**config.mk**
```make
export PLATFORM = sky130hd
export DESIGN_NAME = stopwatch_ctrl
export DESIGN_NICKNAME = d
export VERILOG_FILES = /design/src/rtl/stopwatch_pkg.sv /design/src/rtl/bcd_digit.sv /design/src/rtl/stopwatch_ctrl.sv
export SDC_FILE = /design/constraint.sdc
export NUM_CORES = 1
export LEC_CHECK = 0
export ABC_AREA = 1
export CORE_MARGIN = 2
export CORE_UTILIZATION = 53
export DETAILED_ROUTE_END_ITERATION = 10
export PLACE_DENSITY = 0.78
export SYNTH_ARGS = -nofsm -noshare
export SYNTH_HDL_FRONTEND = slang
export SYNTH_HIERARCHICAL = 1
export SYNTH_SLANG_ARGS = --single-unit
```
**constraint.sdc**
```tcl
create_clock -name clk -period 2.4 [get_ports clk]
set_clock_uncertainty 0.15 [all_clocks]
set_input_delay 0.36 -clock clk [delete_from_list [all_inputs] [get_ports clk]]
set_output_delay 0.36 -clock clk [all_outputs]
set_load 0.05 [all_outputs]
```
**src/rtl/stopwatch_pkg.sv**
```systemverilog
// Shared types and constants for the stopwatch controller and its BCD digit cascade.
package stopwatch_pkg;

  typedef enum logic [1:0] {IDLE, RUN, PAUSE, LAP} sw_state_t;

  localparam logic [3:0] BCD_MAX = 4'd9;

endpackage

```
**src/rtl/bcd_digit.sv**
```systemverilog
// Single decade counter digit with synchronous clear and count enable.
module bcd_digit
  import stopwatch_pkg::*;
(
  input  logic       clk,
  input  logic       reset,
  input  logic       clr,
  input  logic       en,
  output logic [3:0] q,
  output logic       at_max
);

  logic [3:0] q_q;
  logic [3:0] q_d;

  always_comb begin
    q_d = q_q;
    if (clr) begin
      q_d = 4'd0;
    end else if (en) begin
      q_d = (q_q == BCD_MAX) ? 4'd0 : q_q + 4'd1;
    end
  end

  always_ff @(posedge clk or posedge reset) begin
    if (reset) begin
      q_q <= 4'd0;
    end else begin
      q_q <= q_d;
    end
  end

  assign q      = q_q;
  assign at_max = (q_q == BCD_MAX);

endmodule

```
**src/rtl/stopwatch_ctrl.sv**
```systemverilog
// Stopwatch controller: prescaler, run/pause/lap FSM, lap snapshot and a
// synchronous BCD digit cascade whose enables are decoded from one tick.
module stopwatch_ctrl
  import stopwatch_pkg::*;
#(
  parameter int unsigned N_DIGITS = 4,
  parameter int unsigned TICK_DIV = 10
) (
  input  logic                  clk,
  input  logic                  reset,
  input  logic                  start_stop,
  input  logic                  lap,
  input  logic                  clear,
  output logic [4*N_DIGITS-1:0] count_bcd,
  output logic [4*N_DIGITS-1:0] disp_bcd,
  output logic                  running,
  output logic                  tick,
  output logic                  overflow
);

  localparam int unsigned CW = 4 * N_DIGITS;
  localparam int unsigned PW = $clog2(TICK_DIV);

  sw_state_t     state_q, state_d;
  logic [PW-1:0] presc_q, presc_d;
  logic [CW-1:0] snap_q, snap_d;
  logic          ovf_q, ovf_d;
  logic          clr_cnt;
  logic          run_c;
  logic          tick_c;
  logic [N_DIGITS:0]   carry;
  logic [N_DIGITS-1:0] at_max;

  assign run_c  = (state_q == RUN) || (state_q == LAP);
  assign tick_c = run_c && (presc_q == PW'(TICK_DIV - 1));

  // Next state, snapshot capture and the count-clear strobe for PAUSE -> IDLE
  always_comb begin
    state_d = state_q;
    snap_d  = snap_q;
    clr_cnt = 1'b0;
    case (state_q)
      IDLE: begin
        if (start_stop) state_d = RUN;
      end
      RUN: begin
        if (start_stop) begin
          state_d = PAUSE;
        end else if (lap) begin
          state_d = LAP;
          snap_d  = count_bcd;
        end
      end
      LAP: begin
        if (start_stop)  state_d = PAUSE;
        else if (lap)    state_d = RUN;
      end
      PAUSE: begin
        if (clear) begin
          state_d = IDLE;
          clr_cnt = 1'b1;
        end else if (start_stop) begin
          state_d = RUN;
        end
      end
      default: state_d = IDLE;
    endcase
  end

  always_comb begin
    presc_d = presc_q;
    if (clr_cnt) begin
      presc_d = '0;
    end else if (run_c) begin
      presc_d = tick_c ? '0 : presc_q + PW'(1);
    end
    ovf_d = clr_cnt ? 1'b0 : (ovf_q | carry[N_DIGITS]);
  end

  always_ff @(posedge clk or posedge reset) begin
    if (reset) begin
      state_q <= IDLE;
      presc_q <= '0;
      snap_q  <= '0;
      ovf_q   <= 1'b0;
    end else begin
      state_q <= state_d;
      presc_q <= presc_d;
      snap_q  <= snap_d;
      ovf_q   <= ovf_d;
    end
  end

  // Carry chain is decoded from current digit values, so all digits step on one edge
  assign carry[0] = tick_c;

  for (genvar k = 0; k < N_DIGITS; k++) begin : g_digit
    bcd_digit u_digit (
      .clk    (clk),
      .reset  (reset),
      .clr    (clr_cnt),
      .en     (carry[k]),
      .q      (count_bcd[4*k +: 4]),
      .at_max (at_max[k])
    );
    assign carry[k+1] = carry[k] & at_max[k];
  end

  assign disp_bcd = (state_q == LAP) ? snap_q : count_bcd;
  assign running  = run_c;
  assign tick     = tick_c;
  assign overflow = ovf_q;

endmodule

```
After elaboration in Yosys (flattened, before gate mapping). Cells that the tools add are included.

Bits in registers: 39. Bits of input ports: 5. Output and inout bits: 35. Logic and storage cells: 65.

Add/sub/neg operators: 5. Eq/ne operators: 10. Muxes and demuxes: 26. Bitwise operators: 6. Reduce and logical (&&, ||, !) cells: 10.

Operators with widths (count): $mux W4 (15); $add A4 B1 Y4 const B (5); $eq A4 B4 Y1 const B (5); $mux W16 (1); $mux W2 (6); $reduce_bool A2 Y1 (5); $pmux W2 S4 (1); $ne A3 B3 Y1 const B (2); $and A1 B1 Y1 (4); $eq A2 B2 Y1 const B (2); $mux W1 (3); $reduce_and A3 Y1 (1); $eq A2 B1 Y1 const B (1); $logic_not A2 Y1 (1); $reduce_and A2 Y1 (1); $logic_and A1 B1 Y1 (1); $logic_or A1 B1 Y1 (1); $not A1 Y1 (1); $or A1 B1 Y1 (1).

Longest topological paths before layout.
Word-level depth: 9. Depth in mapped cells: 13. Mapped depth without buffers: 13.

By module. Netlist, hierarchy kept.

By module, submodules not included: stopwatch_ctrl (instances 1, cells an instance 153, area each 1315.0 µm², sequential area each 575.6 µm²); bcd_digit (instances 4, cells an instance 36, area each 257.7 µm², sequential area each 100.1 µm²).

Worst setup path before layout. No wires, ideal clock.

Path kind: reg-to-output. Start: register state_q[0]. End: output disp_bcd[5]. Arrival: 1816 ps. Required time: 1890 ps. Setup slack: 74 ps. Cell stages (with the launch flop): 5. Path buffers: 2. Cells stage by stage: dfrtp_1 -> buf_6 -> nand2_1 -> buf_2 -> o21ai_0.

Word-level cells in the longest chain between the ends: 2.

RTL lines: start, declared (RTL line stopwatch_ctrl.sv:24) `sw_state_t state_q, state_d;`; start signal, assigned (RTL line stopwatch_ctrl.sv:87) `state_q <= state_d;`; $eq A2 B2 Y1 (RTL line stopwatch_ctrl.sv:109) `assign disp_bcd = (state_q == LAP) ? snap_q : count_bcd;`; $mux W16 (RTL line stopwatch_ctrl.sv:109); end, declared (RTL line stopwatch_ctrl.sv:15) `output logic [4*N_DIGITS-1:0] disp_bcd,`.

No other way between the ends.

Final worst setup path.
Start: register state_q[0]. End: output running.

Word-level cells in the longest chain between the ends: 2. Elaborated cells between the ends (all ways): 3. Those cells by class: eq/ne: 2; reduce/logical: 1.

RTL lines: $eq A2 B1 Y1 or $eq A2 B2 Y1 (tied branches) (RTL line stopwatch_ctrl.sv:34) `assign run_c = (state_q == RUN) || (state_q == LAP);`; $logic_or A1 B1 Y1 * (RTL line stopwatch_ctrl.sv:34); end, declared (RTL line stopwatch_ctrl.sv:16) `output logic running,`.

Every way passes the cells marked *; elsewhere a longest branch is shown, timed or not.

==> run metrics <==
overall global routing resource usage=~22%; Post-synth EDFFs=0; share of cells above drive strength 1=about 20%; TritonCTS clock tree=built; maximum fanout encountered on the critical timing path=8; run status=complete, no violations; reported leakage power=about 1.5 nW; total number of nets in the final design=355; Cell Count Post-Placement=385; Synth Register Bits=39; Hold-fix buffers, CTS=0; top library cells by usage in the layout, fill and taps aside=58 x sky130_fd_sc_hd__inv_1, 58 x sky130_fd_sc_hd__nand2_1, 39 x sky130_fd_sc_hd__dfrtp_1; startpoint of the most critical register-to-register path=g_digit[0].u_digit/q[1]; post-route met1 wirelength=approximately 2.2 mm; area used by multi-input combinational logic=about 0.0011 mm²; kind of critical path=reg -> out; R2R depth=12; Std-Cell Rows=24; global-route wire length before repair=slightly below 9 mm; overall power consumption=2.44 mW; final non-filler cell area=0.00304 mm²; sequential fraction of design power=approximately 34%; cell types occupying the most area after synthesis=sky130_fd_sc_hd__dfrtp_1 42%, sky130_fd_sc_hd__inv_1 9.3%, sky130_fd_sc_hd__nand2_1 9.3%, sky130_fd_sc_hd__ha_1 5.3%, sky130_fd_sc_hd__nand3_1 5.1%; top cell type by total area after synthesis=sky130_fd_sc_hd__dfrtp_1; asr flop ratio synth=100%; worst path buffer plus inverter count=1; worst stage delay on the critical path=roughly 0.87 ns; Critical Path Sink Type=output port; worst flop-to-flop path endpoint=g_digit[3].u_digit/q[2]; instance count of the mapped netlist=around 300; setup repair after global routing missed its margin=no; Fill cells=roughly 330; element type at the critical path start=flop; number of global-route vias before repair=1889; internal power=roughly 1.5 mW; Skew-Pair Late Insertion Delay=0.29 ns; routed wire length=approximately 4.9 mm; Routed met3 length=225 µm; number of cells upsized or downsized after cts=0; slew of the pin with the lowest slew margin=about 0.51 ns; critical path startpoint=state_q[0]; maximum operating frequency=454 MHz; mean routed wirelength per cell=12.6 µm; crit path to=running; number of different library cells in the post-synthesis netlist=27; remaining global-route overflow=0; HPWL after detailed placement=about 3.7 mm; Psw=approximately 0.97 mW; starting utilization of the core area=around 55%; cell family with most CP delay=buffers and inverters; Most used DFF post-synth=sky130_fd_sc_hd__dfrtp_1; number of violations of the max-capacitance limit=0; CP Depth=1; die area=approximately 0.005 mm²; count of inserted antenna diode cells=0; Port Buffers=39; number of nets with antenna violations after routing=0; Mapped Nets=roughly 310; die height=roughly 71 µm; antenna violations before repair=0; met2 wire length=2.42 mm; final setup violation count=0; min Tclk post-route=2.20 ns; data arrival time of the critical path=~1.7 ns; pre-CTS WS=around 0.26 ns; Slew Limit Fails=0; Switching Share=~40%; Final Non-Filler Cells=a little under 400; register clock-pin slew on the reported worst setup and hold paths=~0.070 ns; worst reg2reg setup slack=~0.22 ns; top metal layer carrying routed signals=met4; portion of total power attributed to combinational logic=between 40% and 50%; mean post-synth cell area=7.90 µm²; worst hold slack after final layout=between 0.2 and 0.3 ns; # IOs=40; worst vdd ir=between 400 and 500 µV; worst-case setup margin in the final layout=0.196 ns; share of synthesized area occupied by flip-flops and latches=a little over two fifths; vias per inst=roughly 5.2; number of design rule violations left after detail routing=0; top cell type's share of synthesized area=between 40% and 50%; number of buffers added for setup after CTS=0; critical path's slowest cell=sky130_fd_sc_hd__clkdlybuf4s50_1; drt first-iter violations=around 170; total power divided by cell area=~800 mW/mm²; Yosys Warn Count=6; DRT Pass-1 Iters=6; Tcrit/Tclk final=91.8%; clock tree root driver cell=sky130_fd_sc_hd__clkbuf_8; Placement Cell Area=0.00294 mm²; fraction of power consumed by the clock network=roughly 20%; maximum number of pins on one net before global-route repair=33; utilization after layout=70.9%; count of final hold-check violations=0; combined area of all synthesized cells=about 0.0023 mm²; number of buffers created by CTS=5; list of cells traversed by the critical path=clkdlybuf4s50_1; data required time of the worst path=between 1.5 and 2 ns; maximum level of the CTS H-tree=2; relative slew slack=about 66%; maximum count of clock buffers along a single path=2; Placer Congestion=roughly 0.86; Setup TNS Final=0 ns; die width=slightly above 70 µm; Hold/Removal Path Class=in -> async; count of vias placed by the detailed router=slightly above 2000; total area of sequential cells=roughly 980 µm²; area growth from synthesis to final layout=29.7%; Num Clock Sinks=39; CORE AREA=0.00429 mm²
[layout make-up]
type	count	area share (%)
inverters	59	7.36
flip-flops and latches	39	32.1
multi-input cells	191	35.5
repair buffers	44	19.7
clock buffers	8	3.29
well taps	52	2.14
[how the worst min path moves through the flow]
stage / from / end / slack (ns) / cells past startpoint
finish: reset / g_digit[3].u_digit/q[2] / 0.27 / 2
global route: reset / g_digit[3].u_digit/q[2] / 0.27 / 2
CTS: reset / g_digit[3].u_digit/q[2] / 0.27 / 2
detailed placement: snap_q[11] / snap_q[11] / 0.33 / 2
global placement: snap_q[6] / snap_q[6] / 0.31 / 2
floorplan: reset / g_digit[0].u_digit/q[0] / -0.02 / 1
[Yosys cell counts, types with 2 or more instances]
library cell and instances:
sky130_fd_sc_hd__inv_1 58, sky130_fd_sc_hd__nand2_1 58, sky130_fd_sc_hd__dfrtp_1 39, sky130_fd_sc_hd__nand3_1 24
sky130_fd_sc_hd__o21ai_0 17, sky130_fd_sc_hd__nor2_1 15, sky130_fd_sc_hd__nor2_2 13, sky130_fd_sc_hd__a21oi_1 10
sky130_fd_sc_hd__ha_1 10, sky130_fd_sc_hd__o21ai_2 9, sky130_fd_sc_hd__o21ai_1 8, sky130_fd_sc_hd__a21oi_2 7
sky130_fd_sc_hd__nand4_1 6, sky130_fd_sc_hd__buf_6 4, sky130_fd_sc_hd__nand2_2 4, sky130_fd_sc_hd__buf_2 2
sky130_fd_sc_hd__nand2_4 2, sky130_fd_sc_hd__o22ai_1 2
[state kept, by name, summed over array words and instances (netlist names)]
| name | count |
|---|---|
| overflow | 1 |
| presc_q | 4 |
| snap_q | 16 |
| g_digit.u_digit/q | 16 |
| state_q | 2 |
[per-layer routing]
layer | global-route usage (%) | vias to the layer above
met4 | 8.81 | 0
li1 | - | 1024
met2 | 36.6 | 41
met1 | 28.1 | 959
met3 | 5.84 | 10
met5 | 0 | -
[kinds of logic (layout without fill, tap and decap cells)]
group,after synthesis,after routing,synth area share (%)
adders and majority gates,10,10,5.33
buffers and inverters,67,111,12.4
DFF,39,39,41.6
xor gates and xnor gates,2,2,0.747
AOI/OAI and AO/OA,53,53,14.0
and+or+nand+nor,126,126,26.0
[power groups by stage]
stage          combinational, mW  clock, mW  sequential [mW]
2_1_floorplan              0.677          0            0.851
3_3_place_gp                1.09          0            0.846
3_5_place_dp                1.11          0            0.853
4_1_cts                     1.12      0.502            0.840
5_1_grt                     1.18      0.531            0.854
6_report                    1.11      0.490            0.840
No activity file was read; power rests on OpenSTA's default activity.
